[src/rtl/pc_sequencer.sv]
// =============================================================================
// Module  : pc_sequencer
// Brief   : 8-bit program counter with call/return stack and RUN/HALT control.
//           Optional stack-error trapping enabled by macro PC_STACK_FAULT_EN.
// Revision: 1.0 - initial release
// =============================================================================
`default_nettype none

module pc_sequencer #(
    parameter logic [7:0] RESET_VECTOR = 8'h00,
    parameter int         DEPTH        = 4
) (
    input  logic       clk,
    input  logic       rst,
    input  logic       stall,
    input  logic       inc,
    input  logic       load,
    input  logic       call,
    input  logic       ret,
    input  logic [7:0] target,
    output logic [7:0] pc,
    output logic       stack_empty,
    output logic       stack_full,
    output logic       fault
);

    localparam int SPW  = $clog2(DEPTH + 1);
    localparam int IDXW = $clog2(DEPTH);
    localparam logic [SPW-1:0] c_sp_full = SPW'(DEPTH);

    typedef enum logic [0:0] {
        ST_RUN  = 1'b0,
        ST_HALT = 1'b1
    } state_t;

    logic [7:0]     r_stack [DEPTH];
    logic [7:0]     r_pc;
    logic [SPW-1:0] r_sp;
    logic           r_empty;
    logic           r_full;
    state_t         r_state;

    logic [7:0]     w_pc_nxt;
    logic [7:0]     w_pc_inc;
    logic [7:0]     w_top;
    logic [SPW-1:0] w_sp_nxt;
    logic [SPW-1:0] w_sp_inc;
    logic [SPW-1:0] w_sp_dec;
    logic           w_push;
    logic           w_trap;
    logic           w_is_empty;
    logic           w_is_full;

    assign w_pc_inc   = r_pc + 8'd1;
    assign w_sp_inc   = r_sp + SPW'(1);
    assign w_sp_dec   = r_sp - SPW'(1);
    assign w_top      = r_stack[w_sp_dec[IDXW-1:0]];
    assign w_is_empty = (r_sp == '0);
    assign w_is_full  = (r_sp == c_sp_full);

    // Op decode: ret > call > load > inc; stall or HALT freezes everything.
    always_comb begin
        w_pc_nxt = r_pc;
        w_sp_nxt = r_sp;
        w_push   = 1'b0;
        w_trap   = 1'b0;
        if (!stall && (r_state == ST_RUN)) begin
            if (ret) begin
                if (!w_is_empty) begin
                    w_pc_nxt = w_top;
                    w_sp_nxt = w_sp_dec;
                end else begin
`ifdef PC_STACK_FAULT_EN
                    w_trap   = 1'b1;
`else
                    w_pc_nxt = RESET_VECTOR;
`endif
                end
            end else if (call) begin
                if (!w_is_full) begin
                    w_push   = 1'b1;
                    w_sp_nxt = w_sp_inc;
                    w_pc_nxt = target;
                end else begin
`ifdef PC_STACK_FAULT_EN
                    w_trap   = 1'b1;
`else
                    w_pc_nxt = target;
`endif
                end
            end else if (load) begin
                w_pc_nxt = target;
            end else if (inc) begin
                w_pc_nxt = w_pc_inc;
            end
        end
    end

    // Stack storage is deliberately not reset; clearing sp makes old entries unreachable.
    always_ff @(posedge clk) begin
        if (w_push) begin
            r_stack[r_sp[IDXW-1:0]] <= w_pc_inc;
        end
    end

`ifdef PC_STACK_FAULT_EN
    logic r_fault;
`endif

    always_ff @(posedge clk or posedge rst) begin
        if (rst) begin
            r_pc    <= RESET_VECTOR;
            r_sp    <= '0;
            r_empty <= 1'b1;
            r_full  <= 1'b0;
            r_state <= ST_RUN;
`ifdef PC_STACK_FAULT_EN
            r_fault <= 1'b0;
`endif
        end else begin
            r_pc    <= w_pc_nxt;
            r_sp    <= w_sp_nxt;
            r_empty <= (w_sp_nxt == '0);
            r_full  <= (w_sp_nxt == c_sp_full);
            if (w_trap) begin
                r_state <= ST_HALT;
            end
`ifdef PC_STACK_FAULT_EN
            if (w_trap) begin
                r_fault <= 1'b1;
            end
`endif
        end
    end

    assign pc          = r_pc;
    assign stack_empty = r_empty;
    assign stack_full  = r_full;
`ifdef PC_STACK_FAULT_EN
    assign fault       = r_fault;
`else
    assign fault       = 1'b0;
`endif

endmodule

`default_nettype wire

[config.mk]
export PLATFORM = sky130hd
export DESIGN_NAME = pc_sequencer
export DESIGN_NICKNAME = d
export VERILOG_FILES = /design/src/rtl/pc_sequencer.sv
export SDC_FILE = /design/constraint.sdc
export NUM_CORES = 1
export LEC_CHECK = 0
export ABC_CLOCK_PERIOD_IN_PS = 5140
export CAP_MARGIN = 40
export CORE_ASPECT_RATIO = 0.7
export CORE_UTILIZATION = 55
export CTS_CLUSTER_SIZE = 40
export DETAILED_ROUTE_END_ITERATION = 12
export GPL_TIMING_DRIVEN = 1
export PLACE_DENSITY = 0.84
export SLEW_MARGIN = 5
export SYNTH_ARGS = -nofsm -noshare
export SYNTH_HDL_FRONTEND = slang
export SYNTH_SLANG_ARGS = --single-unit
[constraint.sdc]
create_clock -name clk -period 5.14 [get_ports clk]
set_input_delay 0.771 -clock clk [delete_from_list [all_inputs] [get_ports clk]]
set_output_delay 0.771 -clock clk [all_outputs]
set_load 0.02 [all_outputs]
==> flow_metrics.py, run 1 <==
metrics = {
    "drt": {
        "drt_iter0_markers": 124,
        "firstDrtPassIters": 4,
        "wl_um": 4850,
        "antenna_left": 0,
        "viasPerCell": 6.22,
        "drc": 0,
        "num_vias": 1480,
        "routedWlPerCell_um": 20.4,
    },
    "yosys": {
        "synth_flop_cell": "edfxtp_1",
        "yosys_register_bits": 45,
        "syn_inst": 163,
        "async_flop_share": 0.289,
        "synth_area_per_cell_um2": 13.6,
        "ys_top_cells_by_area": "edfxtp_1 43%, dfrtp_1 14%, mux4_1 7.1%",
        "syn_area_um2": 2220,
        "syn_nets": 184,
        "synth.yosys.seq_area_share": 0.579,
        "synth-edff-count": 32,
        "synth_top_area_share": 0.432,
        "yosysWarnings": 0,
        "yosys.cell_types.count": 48,
        "yosysTopAreaCell": "edfxtp_1",
    },
    "layout": {
        "area_growth_pct": 16.3,
        "register_area_um2": 1290,
        "fin_cells": 238,
        "nNetsFinal": 208,
        "num_antenna_cells": 0,
        "multi_input_area_um2": 866,
        "fillers": 261,
        "drive_gt1_frac": 0.0904,
    },
    "clock_network": {
        "cts_resized": 0,
        "cts_tree": "yes",
        "ctsHoldBuffers": 0,
        "clkTransAtPathRegs_ns": 0.08,
        "clk_latency_ns": 0.30,
        "cts_buffers": 5,
        "clockRootBuffer": "clkbuf_8",
        "clkSinkCount": 45,
        "clk_path_buf_depth": 2,
        "htreeDepth": 2,
        "postCtsSetupBuffers": 0,
    },
    "setup_path": {
        "rr_endpoint": "stack_full$_DFF_PP0_",
        "path_class": "in2reg",
        "path_buf_inv": 1,
        "slowest_stage": "clkdlybuf4s50_1",
        "endpoint_kind": "register",
        "max_stage_delay_ns": 0.74,
        "cp_cell_sequence": "clkdlybuf4s50_1 > nor2b_1 > and3_1 > and2_1",
        "cp.arrival_ns": 2.58,
        "crit_family": "simple AND/OR/NAND/NOR gates",
        "required_ns": 5.10,
        "cp.depth": 4,
        "rr_worst_depth": 6,
        "r2r_slack_ns": 2.54,
        "r2r_start": "r_sp[0]$_DFF_PP0_",
        "endpoint": "r_stack[1][6]$_DFFE_PP_",
        "cp-start-kind": "input port",
        "path_max_fanout": 20,
        "crit_start": "ret",
    },
    "die": {
        "die-area_um2": 4300,
        "fp-row-count": 18,
        "start_util": 0.602,
        "fp.dieH_um": 55.2,
        "coreArea_um2": 3690,
        "ioPinCount": 26,
        "die_w_um": 78.0,
    },
    "sta": {
        "fin_worst_skew_ns": 0.00413,
        "rsz0062_at_grt": "no",
        "tightestPinTransition_ns": 0.645,
        "setup_viol": 0,
        "fin_crit_ns": 2.62,
        "slew_headroom": 0.569,
        "fin_setup_tns_ns": 0,
        "timing.fmax_mhz": 382,
        "maxSlewViolCount": 0,
        "fin_crit_sh": 0.510,
        "hold_violations": 0,
    },
    "job": {
        "cap_violations": 0,
    },
    "place": {
        "io_buffers": 24,
        "dp_cells": 230,
        "place_hpwl_um": 3470,
        "gp_congestion": 0.830,
    },
    "power": {
        "p_per_area_nw_per_um2": 516,
        "p_int_uw": 839,
        "p_seq_frac": 0.437,
        "net-switching-power_uw": 496,
        "p_comb_frac": 0.385,
        "p_sw_frac": 0.372,
        "power_frac_clock": 0.178,
        "leakage_uw": 0.000955,
        "irDropWorstVdd_mv": 0.279,
    },
    "grt": {
        "grt_pass1_wl_um": 7550,
        "antenna_found_initial": 0,
        "overflow": 0,
        "grt_max_degree": 21,
        "track_usage": 0.255,
        "grt_pass1_vias": 1368,
    },
    "min_path": {
        "hp-class": "reg2reg",
    },
    "status": {
        "status": "completed",
    },
}
cells by family after synthesis:
kind of cell,synth area share
simple gates,0.140
compound gates,0.0996
xor+xnor,0.0236
other cells,0.00169
fa+ha+maj,0.0338
flops,0.579
buf+inv,0.0315
mux,0.0912
registers in the layout, summed over array words and instances, names as in the netlist:
signal,count
stack_full,1
stack_empty,1
pc,8
r_stack,32
r_sp,3
placed cells by master, fill, tap and decap left out, types with 3 or more instances in the layout:
| cell | instances |
|---|---|
| mux4_1 | 6 |
| clkdlybuf4s50_1 | 24 |
| inv_1 | 6 |
| dfrtp_1 | 12 |
| nor3_1 | 3 |
| nand3_1 | 11 |
| nand2_1 | 12 |
| ha_1 | 6 |
| and2_1 | 4 |
| o21ai_0 | 4 |
| clkbuf_8 | 6 |
| edfxtp_1 | 32 |
| xnor2_1 | 4 |
| nor2_1 | 7 |
| a21oi_1 | 4 |
synthesized netlist by cell type (all sizes together), types with 2 or more instances:
cell,number
edfxtp,32
dfrtp,12
nand2,12
nand3,11
buf,8
mux4,8
nor2,7
ha,6
inv,6
a21oi,4
and2,4
o21ai,4
xnor2,4
nand4,3
nor3,3
a211oi,2
a21o,2
a31oi,2
a32oi,2
a41o,2
and3,2
nand3b,2
nor2b,2
nor3b,2
nor4b,2
xor2,2
power by group through the flow:
stage	registers (µW)	clock network, µW	logic [µW]
after detailed placement	591	0	503
final	583	237	515
after global placement	584	0	482
after global routing	593	255	554
after floorplan	596	0	311
after CTS	583	238	510
layer usage:
layer	vias to the layer above	GRT usage	wire, µm
li1	679	-	-
met1	711	0.356	2280
met2	73	0.385	2090
met3	17	0.0689	382
met4	0	0.111	102
met5	-	0	0
through the flow:
step                power, µW  hold slack, ns  worst slack, ns  area (µm²)  utilization
global route             1400           0.614             2.38        2590        0.700
finish                   1340           0.603             2.52        2590        0.700
floorplan                 907           0.584             2.61        2220            -
global placement         1070           0.538             2.43        2490        0.673
detailed placement       1090           0.581             2.30        2490        0.673
CTS                      1330           0.600             2.58        2590        0.700
layout make-up:
class	instances	area share
clock inverter	2	0.00677
timing repair buffer	25	0.0958
inverter	6	0.00871
multi-input combinational	104	0.335
sequential	45	0.498
tap	50	0.0242
clock buffer	6	0.0319
how the worst min path moves through the flow:
stage / cells past startpoint / end / startpoint / slack (ns)
floorplan: 1 / r_sp[2]$_DFF_PP0_ / r_sp[2]$_DFF_PP0_ / 0.58
global placement: 1 / pc[7]$_DFFE_PP0P_ / pc[7]$_DFFE_PP0P_ / 0.54
detailed placement: 1 / pc[7]$_DFFE_PP0P_ / pc[7]$_DFFE_PP0P_ / 0.58
CTS: 1 / pc[7]$_DFFE_PP0P_ / pc[7]$_DFFE_PP0P_ / 0.60
global route: 1 / pc[7]$_DFFE_PP0P_ / pc[7]$_DFFE_PP0P_ / 0.61
finish: 1 / pc[7]$_DFFE_PP0P_ / pc[7]$_DFFE_PP0P_ / 0.60
(Power assumes the default switching activity.)
==> run 2, diff against run 1 <==
--- a/config.mk
+++ b/config.mk
@@ -5,14 +5,14 @@
 export SDC_FILE = /design/constraint.sdc
 export NUM_CORES = 1
 export LEC_CHECK = 0
-export ABC_CLOCK_PERIOD_IN_PS = 5140
+export ABC_CLOCK_PERIOD_IN_PS = 2300
 export CAP_MARGIN = 40
 export CORE_ASPECT_RATIO = 0.7
-export CORE_UTILIZATION = 55
+export CORE_UTILIZATION = 50
 export CTS_CLUSTER_SIZE = 40
 export DETAILED_ROUTE_END_ITERATION = 12
 export GPL_TIMING_DRIVEN = 1
-export PLACE_DENSITY = 0.84
+export PLACE_DENSITY = 0.8
 export SLEW_MARGIN = 5
 export SYNTH_ARGS = -nofsm -noshare
 export SYNTH_HDL_FRONTEND = slang
==> constraint.sdc (replaced) <==
create_clock -name clk -period 2.3 [get_ports clk]
set_input_delay 0.345 -clock clk [delete_from_list [all_inputs] [get_ports clk]]
set_output_delay 0.345 -clock clk [all_outputs]
set_load 0.02 [all_outputs]
==> flow_metrics.py, run 2 (same netlist as run 1, synthesis figures left out) <==
metrics = {
    "layout": {
        "drive_gt1_frac": 0.119,
        "nNetsFinal": 214,
        "fin_cells": 245,
        "area_growth_pct": 18.1,
        "final_cell_mix": "32 x edfxtp_1, 24 x clkdlybuf4s50_1, 12 x nand2_1, 12 x dfrtp_1, 11 x nand3_1",
        "num_antenna_cells": 0,
        "largest_reg_flops": 32,
        "final_common_cell": "edfxtp_1",
    },
    "clock_network": {
        "clkTransAtPathRegs_ns": 0.08,
        "cts_buffers": 5,
        "ctsHoldBuffers": 0,
        "cts_tree": "yes",
        "postCtsSetupBuffers": 0,
        "clk_latency_ns": 0.30,
        "cts_resized": 0,
        "clkSinkCount": 45,
        "clk_path_buf_depth": 2,
        "clockRootBuffer": "clkbuf_8",
        "htreeDepth": 2,
    },
    "power": {
        "p_per_area_nw_per_um2": 1130,
        "leakage_uw": 0.000973,
        "p_sw_frac": 0.366,
        "p_seq_frac": 0.426,
        "net-switching-power_uw": 1090,
        "irDropWorstVdd_mv": 0.697,
        "p_int_uw": 1880,
        "power_frac_clock": 0.158,
        "p_comb_frac": 0.415,
    },
    "grt": {
        "antenna_found_initial": 0,
        "grt_pass1_wl_um": 7830,
        "grt_max_degree": 20,
        "overflow": 0,
        "track_usage": 0.235,
        "grt_pass1_vias": 1494,
    },
    "sta": {
        "fin_crit_ns": 1.96,
        "fin_setup_tns_ns": 0,
        "fin_crit_sh": 0.852,
        "slew_headroom": 0.627,
        "tightestPinTransition_ns": 0.558,
        "rsz0062_at_grt": "no",
        "setup_viol": 0,
        "timing.fmax_mhz": 510,
        "fin_worst_skew_ns": 0.00919,
        "hold_violations": 0,
        "maxSlewViolCount": 0,
    },
    "place": {
        "io_buffers": 24,
        "gp_congestion": 0.878,
        "dp_cells": 238,
        "place_hpwl_um": 3630,
    },
    "drt": {
        "antenna_left": 0,
        "drc": 0,
        "wl_um": 4830,
        "routedWlPerCell_um": 19.7,
        "num_vias": 1523,
        "drt_iter0_markers": 180,
        "firstDrtPassIters": 4,
        "viasPerCell": 6.22,
    },
    "setup_path": {
        "cp-start-kind": "register",
        "path_class": "reg2out",
        "crit_start": "pc[0]$_DFFE_PP0P_",
        "cp.arrival_ns": 1.61,
        "rr_worst_depth": 5,
        "required_ns": 1.96,
        "r2r_start": "r_sp[1]$_DFF_PP0_",
        "rr_endpoint": "pc[7]$_DFFE_PP0P_",
        "path_max_fanout": 7,
        "endpoint_kind": "output pin",
        "r2r_slack_ns": 0.38,
    },
    "die": {
        "fp.dieH_um": 57.8,
        "ioPinCount": 26,
        "fp-row-count": 19,
        "die_w_um": 81.7,
        "coreArea_um2": 4090,
        "start_util": 0.544,
        "die-area_um2": 4720,
    },
    "status": {
        "status": "completed",
    },
    "job": {
        "cap_violations": 0,
    },
    "min_path": {
        "hp-class": "in2async",
    },
}
-- run 2: changes by cell type in the layout (fill, tap and decap cells not counted) --
cell	change
nor4b_2	+1
clkinvlp_4	+1
nor4b_1	-1
clkbuf_8	-1
inv_6	-1
buf_4	+6
-- run 2: how the worst max path moves through the flow --
stage / to / cells past startpoint
4_1_cts: pc[0] / 2
6_report: pc[0] / 2
3_3_place_gp: r_stack[2][4]$_DFFE_PP_ / 4
2_1_floorplan: r_stack[0][0]$_DFFE_PP_ / 5
5_1_grt: stack_empty$_DFF_PP1_ / 6
3_5_place_dp: r_stack[1][4]$_DFFE_PP_ / 4
-- run 2: area by class of cell --
class	count	area [µm²]
sequential	45	1290
inverter	6	22.5
fill	310	1460
multi-input combinational	104	872
clock buffer	5	68.8
timing repair buffer	31	293
clock inverter	2	16.3
tap	52	65.1
-- run 2: power groups by stage --
stage,registers (µW),logic (µW),clock network (µW)
after global routing,1280,1340,520
after global placement,1270,1200,0
final,1270,1230,470
after floorplan,1330,698,0
after CTS,1260,1230,478
after detailed placement,1270,1220,0
-- run 2: layer usage --
layer  up-vias  wire [µm]  GRT usage
met1       749       2240      0.363
met5         -          0          0
met2        80       2130      0.324
met4         0         30     0.0677
met3         4        436     0.0693
li1        690          -          -
-- run 2: per-stage QoR --
stage	setup WS [ns]	hold slack (ns)	area, µm²	total power (µW)	util
6_report	0.341	0.359	2630	2970	0.642
5_1_grt	0.229	0.403	2630	3140	0.642
4_1_cts	0.330	0.376	2630	2970	0.642
3_5_place_dp	0.197	0.566	2540	2500	0.621
3_3_place_gp	0.306	0.556	2540	2460	0.621
2_1_floorplan	0.345	0.221	2230	2030	-
-- run 2: critical path, stage by stage (launching register included) --
cell             delay [ns]
dfrtp_1                0.52
buf_4                  0.20
clkdlybuf4s50_1        0.60
==> run 3, diff against run 2 <==
--- a/config.mk
+++ b/config.mk
@@ -8,6 +8,7 @@
 export ABC_CLOCK_PERIOD_IN_PS = 2300
 export CAP_MARGIN = 40
 export CORE_ASPECT_RATIO = 0.7
+export CORE_MARGIN = 4
 export CORE_UTILIZATION = 50
 export CTS_CLUSTER_SIZE = 40
 export DETAILED_ROUTE_END_ITERATION = 12
==> flow_metrics.py, run 3 (same netlist as run 1, synthesis figures left out) <==
metrics = {
    "die": {
        "coreArea_um2": 4090,
        "fp-row-count": 19,
        "ioPinCount": 26,
        "die_w_um": 87.7,
        "start_util": 0.544,
        "fp.dieH_um": 63.8,
        "die-area_um2": 5590,
    },
    "grt": {
        "grt_pass1_wl_um": 8120,
        "overflow": 0,
        "met2_usage": 0.282,
        "use_met3": 0.0578,
        "track_usage": 0.199,
        "grt_pass1_vias": 1505,
        "grtUsageMet1": 0.295,
        "grt_busiest_layer": "met1",
        "antenna_found_initial": 0,
        "grt_max_degree": 16,
    },
    "layout": {
        "largest_reg_flops": 32,
        "nNetsFinal": 213,
        "final_common_cell": "edfxtp_1",
        "register_area_um2": 1290,
        "multi_input_area_um2": 872,
        "area_growth_pct": 18.0,
        "drive_gt1_frac": 0.114,
        "fin_cells": 245,
        "final_cell_mix": "32 x edfxtp_1, 24 x clkdlybuf4s50_1, 12 x nand2_1, 12 x dfrtp_1, 11 x nand3_1",
        "num_antenna_cells": 0,
        "fillers": 318,
    },
    "clock_network": {
        "htreeDepth": 2,
        "clockRootBuffer": "clkbuf_8",
        "cts_resized": 0,
        "clk_latency_ns": 0.30,
        "cts_buffers": 5,
        "clkTransAtPathRegs_ns": 0.09,
        "ctsHoldBuffers": 0,
        "clkSinkCount": 45,
        "clk_path_buf_depth": 2,
        "cts_tree": "yes",
        "postCtsSetupBuffers": 0,
    },
    "power": {
        "irDropWorstVdd_mv": 0.738,
        "p_per_area_nw_per_um2": 1130,
        "leakage_uw": 0.000974,
        "finalPower_uw": 2970,
    },
    "sta": {
        "slew_headroom": 0.595,
        "timing.fmax_mhz": 498,
        "maxSlewViolCount": 0,
        "fin_setup_tns_ns": 0,
        "fin_crit_ns": 2.01,
        "fin_worst_skew_ns": 0.00851,
        "tightestPinTransition_ns": 0.605,
        "setup_viol": 0,
        "hold_violations": 0,
        "fin_ws_ns": 0.292,
        "rsz0062_at_grt": "no",
        "holdWs_ns": 0.369,
        "fin_crit_sh": 0.873,
    },
    "drt": {
        "antenna_left": 0,
        "drt_iter0_markers": 245,
        "routedWlPerCell_um": 21.2,
        "wl_um": 5180,
        "num_vias": 1568,
        "drc": 0,
        "firstDrtPassIters": 4,
        "viasPerCell": 6.40,
    },
    "setup_path": {
        "path_class": "reg2reg",
        "endpoint_kind": "register",
        "r2r_slack_ns": 0.29,
        "path_max_fanout": 10,
        "rr_endpoint": "pc[7]$_DFFE_PP0P_",
        "r2r_start": "r_sp[1]$_DFF_PP0_",
        "cp.arrival_ns": 2.20,
        "cp-start-kind": "register",
        "rr_worst_depth": 5,
        "required_ns": 2.50,
        "crit_start": "r_sp[1]$_DFF_PP0_",
    },
    "place": {
        "dp_cells": 237,
        "dp_slack_ns": 0.223,
        "place_hpwl_um": 3840,
        "io_buffers": 24,
        "gp_congestion": 0.873,
    },
    "status": {
        "status": "completed",
    },
    "min_path": {
        "hp-class": "in2async",
    },
    "job": {
        "cap_violations": 0,
    },
}
==> run 3: power by group <==
part	total [µW]	switching, µW	internal, µW
sequential	1280	171	1110
combinational	1200	661	539
clock	495	279	216
total	2970	1110	1860
==> run 3: final cells by class <==
cell class,count,area share
Tap cell,52,0.0248
Timing Repair Buffer,30,0.109
Multi-Input combinational cell,104,0.333
Clock inverter,3,0.00811
Clock buffer,5,0.0262
Inverter,6,0.00859
Sequential cell,45,0.491
==> run 3: worst max path at each step <==
stage / end / slack [ns] / cells past startpoint
finish: pc[7]$_DFFE_PP0P_ / 0.29 / 5
global placement: r_stack[3][3]$_DFFE_PP_ / 0.32 / 4
floorplan: r_stack[0][0]$_DFFE_PP_ / 0.35 / 5
detailed placement: r_stack[3][6]$_DFFE_PP_ / 0.22 / 4
CTS: pc[7]$_DFFE_PP0P_ / 0.31 / 5
global route: stack_full$_DFF_PP0_ / 0.15 / 6
==> run 3: layer usage <==
metal | wire length, µm | vias up
met5 | 0 | -
met4 | 138 | 0
met3 | 587 | 17
met2 | 2310 | 88
met1 | 2150 | 766
li1 | - | 697
==> run 3: worst max-delay path: stages (launching register included) <==
cell and delay (ns):
dfrtp_1 0.42, inv_1 0.11, ha_1 0.52, mux4_2 0.39, a32o_1 0.23, a211o_1 0.22
==> run 3: stage by stage <==
step	instance area, µm²	utilization
finish	2620	0.641
global route	2620	0.641
CTS	2620	0.641
detailed placement	2530	0.619
global placement	2530	0.619
floorplan	2230	-
